--- src/rtl/serial_arith_pkg.sv ---
// Shared definitions for the bit-serial arithmetic blocks: controller state encoding.
package serial_arith_pkg;

  typedef enum logic [1:0] {
    IDLE  = 2'd0,
    SHIFT = 2'd1,
    DONE  = 2'd2
  } state_t;

endpackage

--- src/rtl/serial_subtractor_full_subtractor.sv ---
// Combinational 1-bit subtractor cell: d = a - b - bin, with borrow-out.
module full_subtractor (
  input  logic a,
  input  logic b,
  input  logic bin,
  output logic d,
  output logic bout
);

  assign d    = a ^ b ^ bin;
  assign bout = (~a & b) | (~(a ^ b) & bin);

endmodule

--- src/rtl/serial_subtractor.sv ---
// Bit-serial subtractor, LSB first: diff = x - y - bin over WIDTH cycles, start/busy/done handshake.
// Optional signed-overflow flag output ovf when SERIAL_SUBTRACTOR_OVF_EN is defined.
module serial_subtractor
  import serial_arith_pkg::*;
#(
  parameter  int WIDTH = 4,
  localparam int CNT_W = $clog2(WIDTH) + 1
) (
  input  logic             clk,
  input  logic             rst_n,
  input  logic             start,
  input  logic [WIDTH-1:0] x,
  input  logic [WIDTH-1:0] y,
  input  logic             bin,
  output logic             busy,
  output logic             done,
  output logic [WIDTH-1:0] diff,
  output logic             bout
`ifdef SERIAL_SUBTRACTOR_OVF_EN
  ,
  output logic             ovf
`endif
);

  localparam logic [CNT_W-1:0] LAST_CNT = CNT_W'(WIDTH - 1);

  state_t             state_r, state_nx_s;
  logic [WIDTH-1:0]   xs_r, ys_r;
  logic [WIDTH-2:0]   res_r;
  logic [CNT_W-1:0]   cnt_r;
  logic               borrow_r;
  logic               busy_r, done_r, bout_r;
  logic [WIDTH-1:0]   diff_r;
  logic               load_s, shift_s, last_s;
  logic               d_s, bo_s;
  logic [WIDTH-1:0]   res_cat_s;

  full_subtractor u_cell (
    .a    (xs_r[0]),
    .b    (ys_r[0]),
    .bin  (borrow_r),
    .d    (d_s),
    .bout (bo_s)
  );

  // New bit enters at the MSB; on the last step this is the complete result.
  assign res_cat_s = {d_s, res_r};

  // Next-state and datapath control decode.
  always_comb begin
    state_nx_s = state_r;
    load_s     = 1'b0;
    shift_s    = 1'b0;
    last_s     = 1'b0;
    case (state_r)
      IDLE, DONE: begin
        if (start) begin
          load_s     = 1'b1;
          state_nx_s = SHIFT;
        end else begin
          state_nx_s = IDLE;
        end
      end
      SHIFT: begin
        shift_s = 1'b1;
        if (cnt_r == LAST_CNT) begin
          last_s     = 1'b1;
          state_nx_s = DONE;
        end else begin
          state_nx_s = SHIFT;
        end
      end
      default: state_nx_s = IDLE;
    endcase
  end

  // State register.
  always_ff @(posedge clk or negedge rst_n) begin
    if (!rst_n) begin
      state_r <= IDLE;
    end else begin
      state_r <= state_nx_s;
    end
  end

  // Operand shift registers, bit counter, borrow flip-flop and partial result.
  always_ff @(posedge clk or negedge rst_n) begin
    if (!rst_n) begin
      xs_r     <= '0;
      ys_r     <= '0;
      res_r    <= '0;
      cnt_r    <= '0;
      borrow_r <= 1'b0;
    end else if (load_s) begin
      xs_r     <= x;
      ys_r     <= y;
      res_r    <= '0;
      cnt_r    <= '0;
      borrow_r <= bin;
    end else if (shift_s) begin
      xs_r     <= {1'b0, xs_r[WIDTH-1:1]};
      ys_r     <= {1'b0, ys_r[WIDTH-1:1]};
      res_r    <= res_cat_s[WIDTH-1:1];
      cnt_r    <= cnt_r + CNT_W'(1);
      borrow_r <= bo_s;
    end
  end

  // Registered handshake and result outputs; results only move on the final step.
  always_ff @(posedge clk or negedge rst_n) begin
    if (!rst_n) begin
      busy_r <= 1'b0;
      done_r <= 1'b0;
      diff_r <= '0;
      bout_r <= 1'b0;
    end else begin
      busy_r <= (state_nx_s == SHIFT);
      done_r <= last_s;
      if (last_s) begin
        diff_r <= res_cat_s;
        bout_r <= bo_s;
      end
    end
  end

  assign busy = busy_r;
  assign done = done_r;
  assign diff = diff_r;
  assign bout = bout_r;

`ifdef SERIAL_SUBTRACTOR_OVF_EN
  logic ovf_r;

  // Signed overflow: borrow into the MSB differs from borrow out of it.
  always_ff @(posedge clk or negedge rst_n) begin
    if (!rst_n) begin
      ovf_r <= 1'b0;
    end else if (last_s) begin
      ovf_r <= borrow_r ^ bo_s;
    end
  end

  assign ovf = ovf_r;
`endif

endmodule

--- config.mk ---
export PLATFORM = sky130hd
export DESIGN_NAME = serial_subtractor
export DESIGN_NICKNAME = d
export VERILOG_FILES = /design/src/rtl/serial_arith_pkg.sv /design/src/rtl/serial_subtractor_full_subtractor.sv /design/src/rtl/serial_subtractor.sv
export SDC_FILE = /design/constraint.sdc
export NUM_CORES = 1
export LEC_CHECK = 0
export BUFFER_PORTS_ARGS = -buffer_cell sky130_fd_sc_hd__clkbuf_2
export CAP_MARGIN = 0
export CORE_MARGIN = 2
export CORE_UTILIZATION = 40
export DETAILED_ROUTE_END_ITERATION = 10
export GPL_TIMING_DRIVEN = 0
export PLACE_DENSITY_LB_ADDON = 0.15
export SYNTH_ARGS = -nofsm -noshare
export SYNTH_HDL_FRONTEND = slang
export SYNTH_SLANG_ARGS = --single-unit
--- constraint.sdc ---
create_clock -name clk -period 3 [get_ports clk]
set_input_delay 0 -clock clk [delete_from_list [all_inputs] [get_ports clk]]
set_output_delay 0 -clock clk [all_outputs]
set_load 0.02 [all_outputs]
==> run_results.csv <==
group,metric,value,unit
synth,ys_ff_latch,24,
timing,slew_viol_final,0,
global_route,grt_use_total,16.1,%
global_route,grt_max_degree,25,
floorplan,num_rows,18,
setup_path,reg2reg_depth,4,
setup_path,end_kind,"flop",
floorplan,dieArea,3020,sq um
drt,wl_per_cell,13.3,um
placed_design,pre_cts_slack,1.39,ns
worst_hold_path,whs_path_depth,3,
setup_path,crit_required,3.21,ns
drt,ant_nets,0,
job,max_cap_violations,0,
timing,tns,0,ns
global_route,overflow,0,
drt,wirelength,1.96,mm
worst_hold_path,hp-start,"start",
synth,async_flop_share,100,%
cts,clkLatencyLatePin,0.31,ns
timing,fmax,0.614,GHz
power_and_ir_drop,p_leak,0.668,nW
setup_path,cp.arrival,1.84,ns
synth,syn_avg_cell_area,12.2,sq um
synth,synth_ff_type,"dfrtp_1",
cts,clk_pin_slew_worst_paths,0.14,ns
placed_design,dp_hpwl,1.34,mm
timing,finalSetupViolCount,0,
placed_design,dp.cells,133,
placed_design,io_buffers,18,
floorplan,core-area,2480,sq um
timing,tightest_slew,0.578,ns
finish,stdcell_count,147,
drt,route.detailed.drc,0,
setup_path,r2r_end,"diff[0]",
floorplan,die_x,55.0,um
finish,mostFrequentLayoutCell,"dfrtp_1",
worst_hold_path,min_path_type,"in -> reg",
timing,period_share,54.3,%
power_and_ir_drop,p_per_area,1020,nW/um^2
timing,finClkSkew,0.00735,ns
cts,cts_sinks,24,
synth,synth_top_area_share,57.8,%
setup_path,start_kind,"flop",
power_and_ir_drop,p_total,1.35,mW
worst_hold_path,worstHoldEndpoint,"xs_r[0]",
drt,vias_per_cell,4.99,
synth,postSynthCellCount,85,
finish,layout-area-overhead-vs-synth,27.0,%
timing,finalWorstSetupSlack,1.37,ns
cts,cts_made_buffers,3,
global_route,grt_pass1_wl,3.35,mm
floorplan,start_util,42.0,%
cts,clock-root-buffer,"clkbuf_4",
finish,drive_above_1_share,29.1,%
floorplan,io_pins,19,
cts,clockBufferDepth,2,
global_route,grt_use_met3,3.23,%
finish,antennaDiodeCount,0,
synth,synth-edff-count,0,
synth,yosys-top-cells-area,"dfrtp_1 58%, mux2_2 6.5%, a22o_1 5.9%",
cts,cts_resized,0,
setup_path,timing.rr.start,"cnt_r[0]",
global_route,use_met1,21.7,%
outcome,run_status,"finished clean",
synth,synth_area_leader_cell,"dfrtp_1",
setup_path,crit_path_max_fanout,8,
floorplan,die_h,55.0,um
cts,h-tree-depth,1,
drt,drt-initial-drc-count,14,
power_and_ir_drop,vdd_drop_max,0.663,mV
synth,synth_area,1040,sq um
finish,final_cell_mix,"24 x dfrtp_1, 18 x clkbuf_2, 10 x dlygate4sd3_1",
synth,synth_cell_types,23,
global_route,antenna_found_initial,0,
timing,final_hold_viol_count,0,
timing,rsz0062_at_grt,"false",
setup_path,crit_type,"reg -> reg",
global_route,grt_pass1_vias,751,
global_route,use_met2,25.4,%
timing,layout_min_cycle_time,1.63,ns
finish,fillers,230,
cts,cts_tree,"yes",
finish,fin_nets,133,
setup_path,r2r_slack,1.37,ns
timing,slew_headroom,61.4,%
placed_design,gp_congestion,0.683,
drt,vias,734,
drt,first_pass_iters,4,
synth,ys_seq_area_share,57.8,%
synth,synth_nets,100,
synth,yosysWarnings,0,
global_route,top_usage_layer,"met2",
-- final cells by class --
type | instances | area (sq um) | share of cell area [%]
Sequential cell | 24 | 601 | 45.5
Multi-Input combinational cell | 49 | 384 | 29.1
Timing Repair Buffer | 28 | 190 | 14.4
Tap cell | 30 | 37.5 | 2.84
Inverter | 9 | 33.8 | 2.56
Clock inverter | 1 | 30.0 | 2.27
Clock buffer | 3 | 22.5 | 1.71
Buffer | 3 | 21.3 | 1.61
-- Yosys cell counts, types with 2 or more instances --
library cell,count
dfrtp_1,24
inv_1,9
a21oi_1,8
a22o_1,7
mux2_2,6
o22ai_1,5
o21ai_0,4
and2b_1,3
a211oi_1,2
buf_2,2
ha_1,2
nand2_1,2
-- cells by family (layout without fill, tap and decap cells) --
group | Yosys count | in the layout | synth area share (%)
buffers and inverters | 12 | 44 | 5.29
AO/OA/AOI/OAI | 27 | 27 | 16.8
AND/OR/NAND/NOR | 11 | 11 | 6.86
multiplexers | 8 | 8 | 8.90
adder cells (fa/ha/maj) | 3 | 3 | 4.33
flip-flops | 24 | 24 | 57.8
-- routing by layer --
metal  up-vias  wire [um]
li1        363          -
met1       353        952
met2        16        928
met3         2         69
met4         0         10
met5         -          0
-- report_power, final --
group | internal, mW | switching [mW] | leakage, nW
Combinational | 0.273 | 0.296 | 0.342
Sequential | 0.468 | 0.0844 | 0.297
Clock | 0.135 | 0.0962 | 0.0279
Total | 0.876 | 0.477 | 0.668
-- timing repair --
| item | CTS | global route |
|---|---|---|
| hold buffers | 10 | 0 |
| endpoints found under the hold margin | 33 | 0 |
| setup endpoints to repair | 0 | 0 |
| buffers inserted | 0 | 0 |
-- worst max-delay path: stages (launching register included) --
cell and delay [ns]:
dfrtp_1 0.42, ha_1 0.20, ha_1 0.22, nand3b_1 0.30, mux2_2 0.38
-- flip-flops by register name, summed over array words and instances (netlist names), 2 cells and up --
name / cells
ys_r: 4
state_r: 2
res_r: 3
diff: 4
cnt_r: 3
xs_r: 4
-- worst max-delay path by stage --
stage / endpoint / cells past startpoint / startpoint
6_report: diff[0] / 4 / cnt_r[0]
5_1_grt: diff[0] / 4 / cnt_r[0]
3_5_place_dp: diff[0] / 4 / cnt_r[0]
3_3_place_gp: diff[0] / 4 / cnt_r[0]
4_1_cts: diff[0] / 4 / cnt_r[0]
2_1_floorplan: diff[0] / 4 / cnt_r[0]
-- through the flow --
stage               cell area (sq um)  utilization, %  hold WS (ns)
finish                           1320            53.3        0.0677
global route                     1320            53.3         0.130
CTS                              1320            53.3        0.0638
detailed placement               1170            47.1        0.0319
global placement                 1170            47.1        0.0271
floorplan                        1040               -        -0.296
No activity file was read; power rests on OpenSTA's default activity.
